--- src/rtl/button_conditioner_pkg.sv ---
// rtl/button_conditioner_pkg.sv - shared constants and helpers for the button conditioner
package button_conditioner_pkg;

  // Defaults for a 100 MHz board clock: 500 us sample tick, ~100 ms press qualification.
  localparam int BTN_SAMPLE_CNT_MAX = 50000;
  localparam int BTN_PULSE_CNT_MAX  = 200;

  // Counter width for values 0..n-1, never narrower than one bit.
  function automatic int min1_clog2(input int n);
    return (n > 1) ? $clog2(n) : 1;
  endfunction

endpackage

--- src/rtl/button_conditioner_debouncer.sv ---
// rtl/button_conditioner_debouncer.sv - per-bit saturating debounce counters and level compare
module debouncer
  import button_conditioner_pkg::*;
#(
  parameter int WIDTH         = 4,
  parameter int PULSE_CNT_MAX = BTN_PULSE_CNT_MAX
) (
  input  logic             clk,
  input  logic             rst_n,
  input  logic             tick,
  input  logic [WIDTH-1:0] s2,
  output logic [WIDTH-1:0] level
);

  localparam int              SAT_W   = $clog2(PULSE_CNT_MAX + 1);
  localparam logic [SAT_W-1:0] SAT_MAX = SAT_W'(PULSE_CNT_MAX);

  logic [WIDTH-1:0][SAT_W-1:0] sat_q;
  logic [WIDTH-1:0][SAT_W-1:0] sat_d;

  // Any low sample aborts the count; high samples advance on tick until saturation.
  always_comb begin
    sat_d = sat_q;
    level = '0;
    for (int i = 0; i < WIDTH; i++) begin
      if (!s2[i]) begin
        sat_d[i] = '0;
      end else if (tick && (sat_q[i] < SAT_MAX)) begin
        sat_d[i] = sat_q[i] + SAT_W'(1);
      end
      level[i] = (sat_q[i] == SAT_MAX);
    end
  end

  // Counter state register.
  always_ff @(posedge clk) begin
    if (!rst_n) begin
      sat_q <= '0;
    end else begin
      sat_q <= sat_d;
    end
  end

endmodule

--- src/rtl/button_conditioner.sv ---
// rtl/button_conditioner.sv - synchronize, debounce and edge-detect raw pushbuttons
module button_conditioner
  import button_conditioner_pkg::*;
#(
  parameter int WIDTH          = 4,
  parameter int SAMPLE_CNT_MAX = BTN_SAMPLE_CNT_MAX,
  parameter int PULSE_CNT_MAX  = BTN_PULSE_CNT_MAX
) (
  input  logic             clk,
  input  logic             rst_n,
  input  logic [WIDTH-1:0] button_in,
  output logic [WIDTH-1:0] button_level,
  output logic [WIDTH-1:0] button_pulse
);

  localparam int               CNT_W    = min1_clog2(SAMPLE_CNT_MAX);
  localparam logic [CNT_W-1:0] CNT_LAST = CNT_W'(SAMPLE_CNT_MAX - 1);

  logic [WIDTH-1:0] s1_q, s1_d;
  logic [WIDTH-1:0] s2_q, s2_d;
  logic [CNT_W-1:0] cnt_q, cnt_d;
  logic [WIDTH-1:0] lvl_q, lvl_d;
  logic             tick;

  // Two-flop synchronizer, shared free-running sample counter and rising-edge detect.
  always_comb begin
    s1_d         = button_in;
    s2_d         = s1_q;
    tick         = (cnt_q == CNT_LAST);
    cnt_d        = tick ? '0 : cnt_q + CNT_W'(1);
    lvl_d        = button_level;
    button_pulse = button_level & ~lvl_q;
  end

  // State registers; reset discards any debounce progress.
  always_ff @(posedge clk) begin
    if (!rst_n) begin
      s1_q  <= '0;
      s2_q  <= '0;
      cnt_q <= '0;
      lvl_q <= '0;
    end else begin
      s1_q  <= s1_d;
      s2_q  <= s2_d;
      cnt_q <= cnt_d;
      lvl_q <= lvl_d;
    end
  end

  debouncer #(
    .WIDTH         (WIDTH),
    .PULSE_CNT_MAX (PULSE_CNT_MAX)
  ) u_debouncer (
    .clk   (clk),
    .rst_n (rst_n),
    .tick  (tick),
    .s2    (s2_q),
    .level (button_level)
  );

endmodule

--- config.mk ---
export PLATFORM = sky130hd
export DESIGN_NAME = button_conditioner
export DESIGN_NICKNAME = d
export VERILOG_FILES = /design/src/rtl/button_conditioner_pkg.sv /design/src/rtl/button_conditioner_debouncer.sv /design/src/rtl/button_conditioner.sv
export SDC_FILE = /design/constraint.sdc
export NUM_CORES = 1
export LEC_CHECK = 0
export CAP_MARGIN = 25
export CELL_PAD_IN_SITES_DETAIL_PLACEMENT = 1
export CELL_PAD_IN_SITES_GLOBAL_PLACEMENT = 1
export CORE_ASPECT_RATIO = 0.5
export CORE_MARGIN = 2
export CORE_UTILIZATION = 30
export CTS_BUF_LIST = sky130_fd_sc_hd__clkbuf_4
export CTS_CLUSTER_SIZE = 10
export DETAILED_ROUTE_END_ITERATION = 16
export GPL_TIMING_DRIVEN = 1
export HOLD_SLACK_MARGIN = 0.12
export MAX_ROUTING_LAYER = met4
export PLACE_DENSITY_LB_ADDON = 0.15
export SLEW_MARGIN = 10
export SYNTH_ARGS = -nofsm -noshare
export SYNTH_HDL_FRONTEND = slang
export SYNTH_SLANG_ARGS = --single-unit
--- constraint.sdc ---
create_clock -name clk -period 1.75 [get_ports clk]
set_input_delay 0.35 -clock clk [delete_from_list [all_inputs] [get_ports clk]]
set_output_delay 0.35 -clock clk [all_outputs]
set_load 0.005 [all_outputs]
==> run metrics, run 1 <==
fraction of layout cells with a size suffix above 1 41.7%; clk buf depth 2; first-pass GRT wire length 14,800 µm; CP Capture Point button_pulse[2]; CP Data Required Time 1400 ps; Core ar. 8890 µm²; pwr/cell area 574 nW/µm²; status finished, violations left; number of synthesized flops with an enable pin 0; #FFs+latches synth 60; DR DRC count 0; Main synth FF type dfxtp_1; Initial Util 31.5%; Filler Cells Inserted 1,044; vias 2,883; height of the die 72.3 µm; Final Critical Period 1980 ps; Routed WL per cell 16.6 µm; Reg clk slew, reported paths 120 ps; Async S/R FF share, synth 0%; post-synth cell types 36; most common cell after layout, fill and taps aside buf_4; Fin. Hold Viols 0; CP arrival 1630 ps; Total Nets Final 442; clock tree sinks 60; GRT overflow 0; worst min-delay path class register to register; final hold slack 444 ps; biggest area consumer among synthesized cells dfxtp_1; failing checks setup timing; reg2reg start cnt_q[10]; initial antenna violation count 0; RSZ-0062 raised after global routing yes; placed cell areas 3570 µm²; largest net degree at the start of global routing 20; Synth Area in Compound Gates 11.7%; 1st-pass router iterations 4; later-pin clock latency in the skew report 440 ps; post-route cell area 4250 µm²; GPL Wtd Cong 0.816; largest family of logic cells by synthesized area simple AND/OR/NAND/NOR gates; R2R Setup Slk -110 ps; Worst setup SP type register; Worst-Margin Slew 623 ps; Tot GR Track Use 18.9%; CTS buffer count 9; CP max FO 2; Synth Warn # 0; Rows 24; Worst Setup SP u_debouncer.sat_q[17]; Synth area leaders dfxtp_1 43%, a21oi_1 4.8%, nand3_1 4.3%; syn_nets 338; Seq/Total Area, Yosys 42.9%; Crit Reg-Reg Endpoint u_debouncer.sat_q[2]; non-filler cells, final 549; die area 10,200 µm²; CP endpoint kind primary output; multiplexer share of the synthesized area 0%; Synth Cell Area 2800 µm²; vias in the first global route 3,005; post-synthesis simple-gate area fraction 33.5%; worst relative slew slack 58.3%; # H-tree levels 3; Max VDD drop 0.368 mV; vias per cell 5.25; Crit Path Category register to primary output; CTS tree done; Lkg Pwr 1.52 nW; worst reg-to-reg path cell count 6; DRT iter0 DRCs 87; final-report setup violation count 30; cell total after placement 508; max_cap viols 0; die width 141 µm; most frequent cells in the layout 71 x buf_4, 48 x dfxtp_1, 25 x nor2_1; Area Overhead vs Synth 51.6%; post-synthesis xor/xnor area fraction 4.38%; top cell type's share of synthesized area 42.9%; Avg Inst Size Synth 8.67 µm²; Ports 14; clock root buffer clkbuf_4; ant diodes 0; Max Clk Rate 505 MHz; Mapped Cells 323; Setup Skew 21.8 ps; routed wire length 9090 µm; post-route ant nets 0; final worst slack -231 ps; IO Port Bufs 13; Final HPWL DP 5770 µm; Final Cycle Share 113%; max-slew violations 0; Synth Area in Adders 4.02%
-- area by class of cell --
type	instances	area, µm²	share of cell area (%)
clock buffers	9	67.6	1.59
clock inverters	7	57.6	1.36
inverters	12	45.0	1.06
multi-input cells	240	1760	41.4
flip-flops and latches	60	1220	28.8
well taps	117	146	3.45
repair buffers	104	952	22.4
-- sequential cells by signal, summed over array words and instances (netlist names) --
register and cells:
u_debouncer.sat_q 32, lvl_q 4, s1_q 4, s2_q 4
cnt_q 16
-- critical path: stages, from the launching register on --
cell      delay, ps
dfxtp_2         350
inv_2            60
ha_4            120
nand3b_1        100
nor4_2          180
buf_4           160
nor2b_4         120
buf_2           110
-- logic make-up (layout without fill, tap and decap cells) --
| logic type | after synthesis | count (layout) |
|---|---|---|
| AO/OA/AOI/OAI | 58 | 58 |
| buffers and inverters | 23 | 132 |
| flip-flops | 60 | 60 |
| XOR/XNOR | 14 | 14 |
| AND/OR/NAND/NOR | 159 | 159 |
| adder cells (fa/ha/maj) | 9 | 9 |
-- power breakdown --
part           internal (W)  leakage, nW  switching (W)
combinational     0.0000501        0.956      0.0000381
clock              0.000416       0.0743       0.000549
sequential          0.00138        0.492     0.00000736
-- stage by stage --
| step | util [%] | TNS [ps] | setup WS (ps) | total power [W] |
|---|---|---|---|---|
| after global placement | 40.2 | -1830 | -232 | 0.00148 |
| after detailed placement | 40.2 | -2180 | -217 | 0.00149 |
| after global routing | 47.8 | -4890 | -345 | 0.00254 |
| after CTS | 45.5 | -2590 | -338 | 0.00245 |
| final | 47.8 | -2000 | -231 | 0.00244 |
| after floorplan | - | 0 | 3.07 | 0.00144 |
-- routing by layer --
layer | up-vias | track usage, % | share of wire [%]
li1 | 1400 | - | -
met1 | 1445 | 22.3 | 46
met2 | 27 | 32.8 | 50
met3 | 11 | 4.62 | 2.3
met4 | 0 | 5.11 | 1.2
met5 | - | - | 0
-- synthesized netlist by cell type (all sizes together), types with 2 or more instances --
master,count
and2,13
o31ai,10
dfxtp,60
a31oi,4
a21oi,27
o311ai,2
ha,9
xnor2,11
and4,10
or2,2
nor2,26
buf,4
o21ai,15
or3,7
nor3,13
nand3,24
nand2,15
xor2,3
nor4,9
nor2b,4
clkbuf,7
and4bb,2
inv,12
or4,10
and3,5
nand4,12
nand3b,4
-- how the worst min path moves through the flow --
stage / from / end / cells past startpoint
after CTS: s1_q[0] / s2_q[0] / 1
final: s1_q[0] / s2_q[0] / 1
after floorplan: s1_q[0] / s2_q[0] / 1
after global routing: s1_q[0] / s2_q[0] / 1
after detailed placement: s1_q[3] / s2_q[3] / 1
after global placement: s1_q[1] / s2_q[1] / 1
-- repair_timing --
action / 4_1_cts / 5_1_grt
hold buffers: 0 / 0
setup endpoints to repair: 26 / 27
hold endpoints to repair: 0 / 0
gates cloned: 2 / 1
pin swaps: 28 / 16
resized for setup: 90 / 33
setup buffers: 17 / 6
(Power assumes the default switching activity.)
==> inputs of run 2 (changes only) <==
Settings changed: CORE_UTILIZATION 30 to 43.
==> run 2 against run 1 <==
Compared with the run above:
- the flow still finishes with violations (setup timing)
- critical path type unchanged
- critical path depth unchanged
- critical endpoint is now button_pulse[1]
- die area shrank 29%
- cell area increased by 0.53%
- largest power group unchanged
- flip-flop and latch count unchanged
- combinational power decreased by 1%
- worst setup slack got worse by 200 ps
- highest routed layer unchanged
- clock power fell by 11%
==> run metrics, run 2 (same netlist as run 1, synthesis figures left out) <==
CP Data Required Time 1400 ps (about the same); GPL Wtd Cong 0.880 (was 0.816); worst min-delay path class register to register (unchanged); pwr/cell area 547 nW/µm² (was 574 nW/µm²); Filler Cells Inserted 698 (was 1,044); GRT overflow 0 (unchanged); Crit Path Category register to primary output (unchanged); Worst-Margin Slew 514 ps (was 623 ps); post-route ant nets 0 (unchanged); Total Nets Final 447 (was 442); Crit path max-delay family simple AND/OR/NAND/NOR gates (unchanged); Routed WL per cell 25.7 µm (was 16.6 µm); initial antenna violation count 0 (unchanged); Worst setup SP type register (unchanged); later-pin clock latency in the skew report 450 ps (was 440 ps); fin util 69.1% (was 47.8%); Reg area 1220 µm² (about the same); ant diodes 0 (unchanged); pre-CTS setup slack -320 ps (was -217 ps); reg2reg start cnt_q[14] (was cnt_q[10]); IO Port Bufs 13 (unchanged); met2 usage 58.4% (was 32.8%); Setup Skew 20.0 ps (was 21.8 ps); failing checks setup timing (unchanged); Reg clk slew, reported paths 110 ps (was 120 ps); final hold slack 453 ps (was 444 ps); worst reg-to-reg path cell count 5 (was 6); final worst slack -430 ps (was -231 ps); max_cap viols 0 (unchanged); GRT busiest layer met2 (unchanged); Worst Setup SP u_debouncer.sat_q[8] (was u_debouncer.sat_q[17]); die width 118 µm (was 141 µm); vias per cell 6.29 (was 5.25); DR DRC count 0 (unchanged); Crit Reg-Reg Endpoint u_debouncer.sat_q[21] (was u_debouncer.sat_q[2]); max-slew violations 0 (unchanged); first-pass GRT wire length 16,800 µm (was 14,800 µm); Max Clk Rate 459 MHz (was 505 MHz); fraction of layout cells with a size suffix above 1 44.4% (was 41.7%); height of the die 61.1 µm (was 72.3 µm); 1st-pass router iterations 5 (was 4); R2R Setup Slk -120 ps (was -110 ps); clock tree sinks 60 (unchanged); Tot GR Track Use 32.0% (was 18.9%); most frequent cells in the layout 78 x buf_4, 48 x dfxtp_1, 25 x nor2_1 (was 71 x buf_4, 48 x dfxtp_1, 25 x nor2_1); Fin Setup TNS -3300 ps (was -2000 ps); Final Critical Period 2180 ps (was 1980 ps); Hold Crit Endpoint s2_q[3] (was s2_q[0]); met3 Usage GRT 8.33% (was 4.62%); Area Overhead vs Synth 52.4% (was 51.6%); Slowest Stage Delay on Critical Path 350 ps (about the same); most common cell after layout, fill and taps aside buf_4 (unchanged); routed wire length 13,500 µm (was 9090 µm); die area 7220 µm² (was 10,200 µm²); # H-tree levels 3 (unchanged); CP endpoint kind primary output (unchanged); worst path buffer plus inverter count 3 (unchanged); status finished, violations left (unchanged); clk buf depth 2 (unchanged); CTS tree done (unchanged); RSZ-0062 raised after global routing yes (unchanged); Rows 20 (was 24); worst relative slew slack 65.6% (was 58.3%); max reg flops 32 (unchanged); DRT iter0 DRCs 265 (was 87); CP max FO 2 (unchanged); Hold Startpoint s1_q[3] (was s1_q[0]); clock root buffer clkbuf_4 (unchanged); worst path cell trace inv_2 > ha_1 > nand3b_1 > nor4_2 > buf_4 > nor2b_4 > buf_2 (was inv_2 > ha_4 > nand3b_1 > nor4_2 > buf_4 > nor2b_4 > buf_2); vias 3,302 (was 2,883); Ports 14 (unchanged); Lkg Pwr 1.55 nW (was 1.52 nW); area of the multi-input gates 1810 µm² (was 1760 µm²); Largest Register u_debouncer.sat_q (unchanged); worst hold path stage count 1 (unchanged); CTS buffer count 9 (unchanged); Slowest-stage cell, CP dfxtp_2 (unchanged); GR Util met1 33.1% (was 22.3%); largest net degree at the start of global routing 20 (unchanged); Fin. Hold Viols 0 (unchanged); top flop regs u_debouncer.sat_q (32), cnt_q (16) (unchanged); CP arrival 1830 ps (was 1630 ps); PnR Total Power 0.00234 W (was 0.00244 W); Max VDD drop 0.625 mV (was 0.368 mV); Final HPWL DP 5970 µm (was 5770 µm); Core ar. 6180 µm² (was 8890 µm²); vias in the first global route 3,288 (was 3,005); Final Cycle Share 125% (was 113%); final-report setup violation count 24 (was 30); Initial Util 45.3% (was 31.5%)
[run 2: cell count changes in the layout (fill, tap and decap cells not counted), sizes merged]
cell,delta
bufbuf,+1
buf,+5
clkinv,-1
bufinv,-1
clkbuf,+1
[run 2: worst max-delay path by stage]
stage	to	slack (ps)	cells after the start
3_3_place_gp	button_pulse[1]	-140	7
2_1_floorplan	u_debouncer.sat_q[29]	3	6
6_report	button_pulse[1]	-430	7
5_1_grt	button_pulse[1]	-480	7
3_5_place_dp	button_pulse[2]	-320	6
4_1_cts	button_pulse[3]	-390	7
[run 2: what timing repair did]
action | in CTS | in global routing
resized for setup | 85 | 51
pin swaps | 19 | 20
endpoints found under the setup margin | 25 | 31
hold buffers | 0 | 0
setup buffers | 25 | 10
cloned | 2 | 1
[run 2: report_power, final]
part	switching (W)	internal [W]	leakage [nW]
combinational	0.0000410	0.0000462	0.997
sequential	0.00000906	0.00138	0.491
clock	0.000558	0.000301	0.0584
total	0.000608	0.00173	1.55
[run 2: stage by stage]
step / cell area (µm²) / std cells
after floorplan: 2800 / 323
after global placement: 3530 / 477
after detailed placement: 3530 / 477
after CTS: 4040 / 520
after global routing: 4270 / 525
final: 4270 / 525
[run 2: metal layers]
layer | wire length, µm | part of all wire, % | vias up
li1 | - | - | 1418
met1 | 5330 | 40 | 1612
met2 | 6580 | 49 | 201
met3 | 900 | 6.7 | 71
met4 | 681 | 5.0 | 0
met5 | 0 | 0 | -
[run 2: final cells by class]
class	instances	share of cell area, %
Multi-Input combinational cell	240	42.5
Sequential cell	60	28.5
Timing Repair Buffer	109	23.0
Tap cell	88	2.58
Clock buffer	11	1.93
Inverter	12	1.06
Clock inverter	5	0.440
[run 2: worst register-to-register path: stages (launching register included)]
cell	delay, ps
dfxtp_1	420
and4bb_2	310
nand4_4	180
buf_12	190
or4_4	530
a21oi_2	170
